--- src/rtl/knn_sort_pkg.sv ---
// Shared types and helpers for the streaming top-K bitonic sorter.
// FSM encoding, layer-count functions and the sentinel value.
package knn_sort_pkg;

    typedef enum logic [2:0] {
        ST_IDLE,
        ST_SORT,
        ST_SELECT,
        ST_MERGE,
        ST_DONE
    } state_t;

    function automatic int sort_layers(input int l);
        return l * (l + 1) / 2;
    endfunction

    function automatic int merge_layers(input int l);
        return l;
    endfunction

    // Worst possible key for the direction, so it always loses a select
    function automatic logic [63:0] sentinel(input logic dir, input int w);
        return dir ? ((64'd1 << w) - 64'd1) : 64'd0;
    endfunction

endpackage

--- src/rtl/bitonic_cx_layer.sv ---
// One combinational layer of K/2 compare-exchange cells.
// Sort mode alternates direction per k-block; merge mode uses dir everywhere.
module bitonic_cx_layer
    import knn_sort_pkg::*;
#(
    parameter int L      = 2,
    parameter int W      = 16,
    parameter int TYPE_W = 3,
    localparam int K     = 1 << L
) (
    input  logic [L-1:0]                 i_j,
    input  logic [L:0]                   i_k,
    input  logic                         i_dir,
    input  logic                         i_merge,
    input  logic [K-1:0][W-1:0]          i_d,
    input  logic [K-1:0][TYPE_W-1:0]     i_t,
    output logic [K-1:0][W-1:0]          o_d,
    output logic [K-1:0][TYPE_W-1:0]     o_t
);

    logic [L-1:0] w_p;
    logic [L-1:0] w_lo;
    logic [L-1:0] w_hi;
    logic         w_up;
    logic         w_sw;

    always_comb begin
        o_d  = i_d;
        o_t  = i_t;
        w_p  = '0;
        w_lo = '0;
        w_hi = '0;
        w_up = 1'b0;
        w_sw = 1'b0;
        for (int i = 0; i < K; i++) begin
            w_p  = L'(i) ^ i_j;
            w_lo = (L'(i) < w_p) ? L'(i) : w_p;
            w_hi = w_lo ^ i_j;
            w_up = i_merge ? i_dir
                 : ((({1'b0, w_lo} & i_k) == '0) ? i_dir : ~i_dir);
            // Strict disorder only: equal keys stay where they are
            w_sw = w_up ? (i_d[w_lo] > i_d[w_hi])
                        : (i_d[w_lo] < i_d[w_hi]);
            if (w_sw) begin
                o_d[i] = i_d[w_p];
                o_t[i] = i_t[w_p];
            end
        end
    end

endmodule

--- src/rtl/knn_topk_stream_sorter.sv ---
// Streaming top-K selector: folded bitonic sort, select and merge per block.
// Optional per-element masking is enabled with `define KNN_TOPK_MASK_EN.
module knn_topk_stream_sorter
    import knn_sort_pkg::*;
#(
    parameter int L      = 2,
    parameter int W      = 16,
    parameter int TYPE_W = 3,
    localparam int K     = 1 << L
) (
    input  logic                  clk,
    input  logic                  rst,
    input  logic                  in_valid,
    output logic                  in_ready,
    input  logic                  in_last,
    input  logic                  ascending,
`ifdef KNN_TOPK_MASK_EN
    input  logic [K-1:0]          in_mask,
`endif
    input  logic [W*K-1:0]        in,
    input  logic [TYPE_W*K-1:0]   in_type,
    output logic                  out_valid,
    input  logic                  out_ready,
    output logic [W*K-1:0]        out,
    output logic [TYPE_W*K-1:0]   out_type
);

    localparam int SN = sort_layers(L);
    localparam int MN = merge_layers(L);
    localparam int CW = $clog2(SN + 1);
    localparam logic [W-1:0] SENT1 = W'(sentinel(1'b1, W));
    localparam logic [L-1:0] J_TOP = L'(1) << (L - 1);

    state_t r_state;
    state_t w_next;

    logic [K-1:0][W-1:0]      r_wd;
    logic [K-1:0][TYPE_W-1:0] r_wt;
    logic [K-1:0][W-1:0]      r_rd;
    logic [K-1:0][TYPE_W-1:0] r_rt;
    logic                     r_dir;
    logic                     r_first;
    logic                     r_last;
    logic [CW-1:0]            r_cnt;
    logic [L-1:0]             r_j;
    logic [L:0]               r_k;

    logic [K-1:0][W-1:0]      w_in_d;
    logic [K-1:0][TYPE_W-1:0] w_in_t;
    logic [K-1:0][W-1:0]      w_ld_d;
    logic [K-1:0][TYPE_W-1:0] w_ld_t;
    logic                     w_ld_dir;
    logic [W-1:0]             w_ld_sent;

    logic [K-1:0][W-1:0]      w_sel_d;
    logic [K-1:0][TYPE_W-1:0] w_sel_t;
    logic [K-1:0]             w_wb;

    logic                     w_merge;
    logic [K-1:0][W-1:0]      w_lay_in_d;
    logic [K-1:0][TYPE_W-1:0] w_lay_in_t;
    logic [K-1:0][W-1:0]      w_lay_d;
    logic [K-1:0][TYPE_W-1:0] w_lay_t;

    assign w_in_d    = in;
    assign w_in_t    = in_type;
    assign w_ld_dir  = r_first ? ascending : r_dir;
    assign w_ld_sent = W'(sentinel(w_ld_dir, W));

    always_comb begin
        w_ld_d = w_in_d;
        w_ld_t = w_in_t;
`ifdef KNN_TOPK_MASK_EN
        for (int i = 0; i < K; i++) begin
            if (!in_mask[i]) begin
                w_ld_d[i] = w_ld_sent;
                w_ld_t[i] = '0;
            end
        end
`endif
    end

    // Pair best retained with worst work entry; result is bitonic
    always_comb begin
        w_wb    = '0;
        w_sel_d = r_rd;
        w_sel_t = r_rt;
        for (int i = 0; i < K; i++) begin
            w_wb[i] = r_dir ? (r_wd[K-1-i] < r_rd[i])
                            : (r_wd[K-1-i] > r_rd[i]);
            if (w_wb[i]) begin
                w_sel_d[i] = r_wd[K-1-i];
                w_sel_t[i] = r_wt[K-1-i];
            end
        end
    end

    assign w_merge    = (r_state == ST_MERGE);
    assign w_lay_in_d = w_merge ? r_rd : r_wd;
    assign w_lay_in_t = w_merge ? r_rt : r_wt;

    bitonic_cx_layer #(
        .L      (L),
        .W      (W),
        .TYPE_W (TYPE_W)
    ) u_layer (
        .i_j     (r_j),
        .i_k     (r_k),
        .i_dir   (r_dir),
        .i_merge (w_merge),
        .i_d     (w_lay_in_d),
        .i_t     (w_lay_in_t),
        .o_d     (w_lay_d),
        .o_t     (w_lay_t)
    );

    always_comb begin
        w_next = r_state;
        unique case (r_state)
            ST_IDLE:   if (in_valid) w_next = ST_SORT;
            ST_SORT:   if (r_cnt == CW'(SN - 1)) w_next = ST_SELECT;
            ST_SELECT: w_next = ST_MERGE;
            ST_MERGE:  if (r_cnt == CW'(MN - 1))
                           w_next = r_last ? ST_DONE : ST_IDLE;
            ST_DONE:   if (out_ready) w_next = ST_IDLE;
            default:   w_next = ST_IDLE;
        endcase
    end

    always_ff @(posedge clk or negedge rst) begin
        if (!rst) begin
            r_state <= ST_IDLE;
            r_wd    <= '0;
            r_wt    <= '0;
            r_rd    <= {K{SENT1}};
            r_rt    <= '0;
            r_dir   <= 1'b1;
            r_first <= 1'b1;
            r_last  <= 1'b0;
            r_cnt   <= '0;
            r_j     <= L'(1);
            r_k     <= (L+1)'(2);
        end else begin
            r_state <= w_next;
            case (r_state)
                ST_IDLE: begin
                    if (in_valid) begin
                        r_wd   <= w_ld_d;
                        r_wt   <= w_ld_t;
                        r_last <= in_last;
                        r_cnt  <= '0;
                        r_j    <= L'(1);
                        r_k    <= (L+1)'(2);
                        if (r_first) begin
                            r_dir   <= ascending;
                            r_first <= 1'b0;
                            r_rd    <= {K{w_ld_sent}};
                            r_rt    <= '0;
                        end
                    end
                end
                ST_SORT: begin
                    r_wd  <= w_lay_d;
                    r_wt  <= w_lay_t;
                    r_cnt <= r_cnt + CW'(1);
                    if (r_j == L'(1)) begin
                        r_k <= r_k << 1;
                        r_j <= r_k[L-1:0];
                    end else begin
                        r_j <= r_j >> 1;
                    end
                end
                ST_SELECT: begin
                    r_rd  <= w_sel_d;
                    r_rt  <= w_sel_t;
                    r_cnt <= '0;
                    r_j   <= J_TOP;
                end
                ST_MERGE: begin
                    r_rd  <= w_lay_d;
                    r_rt  <= w_lay_t;
                    r_cnt <= r_cnt + CW'(1);
                    r_j   <= r_j >> 1;
                end
                ST_DONE: begin
                    if (out_ready) begin
                        r_rd    <= {K{SENT1}};
                        r_rt    <= '0;
                        r_first <= 1'b1;
                    end
                end
                default: ;
            endcase
        end
    end

    assign in_ready  = (r_state == ST_IDLE);
    assign out_valid = (r_state == ST_DONE);
    assign out       = out_valid ? r_rd : '0;
    assign out_type  = out_valid ? r_rt : '0;

endmodule

--- config.mk ---
export PLATFORM = sky130hd
export DESIGN_NAME = knn_topk_stream_sorter
export DESIGN_NICKNAME = d
export VERILOG_FILES = /design/src/rtl/knn_sort_pkg.sv /design/src/rtl/bitonic_cx_layer.sv /design/src/rtl/knn_topk_stream_sorter.sv
export SDC_FILE = /design/constraint.sdc
export NUM_CORES = 1
export LEC_CHECK = 0
export CAP_MARGIN = 0
export CELL_PAD_IN_SITES_DETAIL_PLACEMENT = 1
export CELL_PAD_IN_SITES_GLOBAL_PLACEMENT = 2
export CORE_UTILIZATION = 35
export DETAILED_ROUTE_END_ITERATION = 10
export PLACE_DENSITY_LB_ADDON = 0.15
export RECOVER_POWER = 25
export SYNTH_ARGS = -nofsm -noshare
export SYNTH_HDL_FRONTEND = slang
export SYNTH_SLANG_ARGS = --single-unit
--- constraint.sdc ---
create_clock -name clk -period 6.25 [get_ports clk]
set_input_delay 0.625 -clock clk [delete_from_list [all_inputs] [get_ports clk]]
set_output_delay 0.625 -clock clk [all_outputs]
set_load 0.1 [all_outputs]
==> flow_summary.ini, run 1 <==
[outcome]
status = finished with violations
violations = capacitance limit, slew limit

[worst_setup_path]
rr_worst_depth = 17
cp-end-kind = register
critPathMaxFanout = 33
cp-start-kind = register
cp_data_required_time_ps = 6610
worstSetupPathType = reg2reg
reg2reg_slack_ps = 340
r2r-start = r_state[2]
cp.arrival_ps = 6270
timing.rr.end = r_wd[59]

[synth]
seq_area_frac_synth_pct = 26.6
yosys_register_bits = 163
syn_area_um2 = 15600
avgSynthCellArea_um2 = 7.75
synthCells = 2016
ys_warn_count = 0
synth-edff-count = 0
synth_nets = 2224
synth_ff_type = dfrtp_1
synth.distinct_cells = 76
async_flop_share_pct = 100

[finish]
area_growth_pct = 20.3
fin_nets = 2341
fill_cells = 5387
final_layout_size_suffix_gt1_share_pct = 11.1
mostFrequentLayoutCell = nand2_1
mostFrequentLayoutCells = nand2_1 (240), o21ai_0 (174), a21oi_1 (158), clkdlybuf4s50_1 (158)

[timing]
setup_viol = 0
rsz0062_at_grt = no
skew_ps = 11.5
drv_slew = 75
hold_viol = 0
fin_crit_ps = 5910
fin_crit_sh_pct = 94.6
worstMarginPinSlew_ps = 4550
tns_ps = 0
fmax_mhz = 169
slew_headroom_pct = -203

[placement]
post-dp-hpwl_um = 54300
gp_congestion = 0.901
portBuffers = 159

[grt]
antenna_found_initial = 1
grt_max_degree = 90
grt_first_pass_wirelength_um = 108000
grt_usage_pct = 32.4
grt_overflow = 0
grt_pass1_vias = 16400

[floorplanning]
dieHeight_um = 213
die_w_um = 213
start_util_pct = 35.4
rows = 77
pin_count = 160
coreArea_um2 = 44100
die_area_um2 = 45500

[worst_hold_path]
holdPathStages = 2
whs_endpoint = r_last
worstHoldStart = r_last
worstHoldPathType = reg2reg

[drt]
post_drt_wl_per_cell_um = 26.5
vias = 16700
vias_per_cell = 6.08
totalWireLength_um = 72500
drtPass1Iterations = 5
drtAntennaViolNets = 0
first_iter_violations = 1392
drc_errors = 0

[clock_tree]
clk_path_buf_depth = 2
worst_skew_pair.late_latency_ps = 510
cts-root-buf = clkbuf_16
cts_tree = yes
ctsHoldBuffers = 0
postCtsResizedCells = 0
cts_sinks = 163
path_clk_slew_ps = 70
cts_setup_buffers = 0
cts_made_buffers = 17
cts_max_level = 4

[run]
cap_violations = 1
cell type report:
cell class	instances	area, um2	area share, %
flip-flops and latches	163	4170	22.2
diodes	1	2.50	0.0133
multi-input cells	1615	10600	56.2
clock inverters	9	175	0.932
clock buffers	23	478	2.54
inverters	92	345	1.84
repair buffers	244	2310	12.3
well taps	592	741	3.94
per-stage QoR:
step | instances | setup WS (ps) | hold slack (ps) | util (%) | instance area, um2
after floorplan | 2016 | 1570 | 329 | - | 15600
after CTS | 2738 | 407 | 166 | 42.6 | 18800
final | 2739 | 335 | 493 | 42.6 | 18800
after global routing | 2738 | 101 | 502 | 42.6 | 18800
after global placement | 2706 | 567 | 462 | 41.1 | 18100
after detailed placement | 2706 | 406 | 483 | 41.1 | 18100
how the worst max path moves through the flow:
stage / start / end / slack (ps) / cells past startpoint
floorplan: r_state[2] / r_wd[60] / 1570 / 20
global placement: r_state[2] / r_rd[58] / 570 / 15
detailed placement: r_state[2] / r_wd[59] / 410 / 17
CTS: r_state[2] / r_wd[59] / 410 / 17
global route: r_state[1] / r_wd[59] / 100 / 17
finish: r_state[2] / r_wd[59] / 340 / 17
synthesized netlist by cell type, types with 15 or more instances:
master / instances / area (um2)
o21ai_1: 18 / 90.1
inv_1: 90 / 338
ha_1: 126 / 1580
buf_1: 21 / 78.8
nand3_1: 75 / 375
a21boi_0: 22 / 165
nand2_1: 240 / 901
mux2i_1: 100 / 1000
clkbuf_1: 117 / 439
a31oi_1: 28 / 175
a32oi_1: 15 / 131
and2_1: 111 / 694
nor3_1: 23 / 115
dfrtp_1: 95 / 2380
o211ai_1: 23 / 173
a21o_1: 43 / 323
dfstp_2: 68 / 1790
nor2_1: 129 / 484
a21oi_1: 160 / 801
o21a_1: 24 / 180
o21ai_0: 175 / 876
nand4_1: 15 / 93.8
a22o_1: 26 / 228
a22oi_1: 70 / 526
logic make-up (layout without fill, tap and decap cells):
group	Yosys count	count (layout)	share of synthesized area [%]
flip-flops	163	163	26.6
other	0	1	0
multiplexers	117	117	7.92
adder cells (fa/ha/maj)	127	127	10.2
XOR/XNOR	5	5	0.328
AO/OA/AOI/OAI	702	702	28.8
AND/OR/NAND/NOR	664	664	20.1
buffers and inverters	238	368	6.09
routing by layer:
metal,vias up,wire (um),track usage [%]
met4,2,1360,8.97
met3,73,4200,5.24
li1,7570,-,-
met1,8488,34800,46.8
met5,-,13,0
met2,533,32100,49.4
state kept, by name, summed over array words and instances (netlist names), 2 cells and up:
register / flops
r_j: 2
r_wt: 12
r_cnt: 2
r_rt: 12
r_wd: 64
r_state: 3
r_rd: 64
critical path, stage by stage (launching register included):
cell and delay, ps:
dfrtp_1 550, and3b_4 600, buf_12 260, mux2i_1 560, inv_1 190, o21ai_0 390
o21ai_0 310, ha_1 410, nand4_1 130, nor2_1 270, nand3_2 180, or4_4 580
a31oi_1 200, buf_4 170, or2_1 290, buf_4 310, mux2i_1 230, o21ai_1 80
Power of run 1 is left out: the tool's default activity adds up to more than one toggle a clock period on the data nets, which glitch-free logic cannot reach.
==> inputs of run 2 (changes only) <==
- SLEW_MARGIN: default -> 5
==> results of run 2 <==
Final layout, timing and power as in run 1 (identical DEF).
Power of run 2 is left out for the same reason.
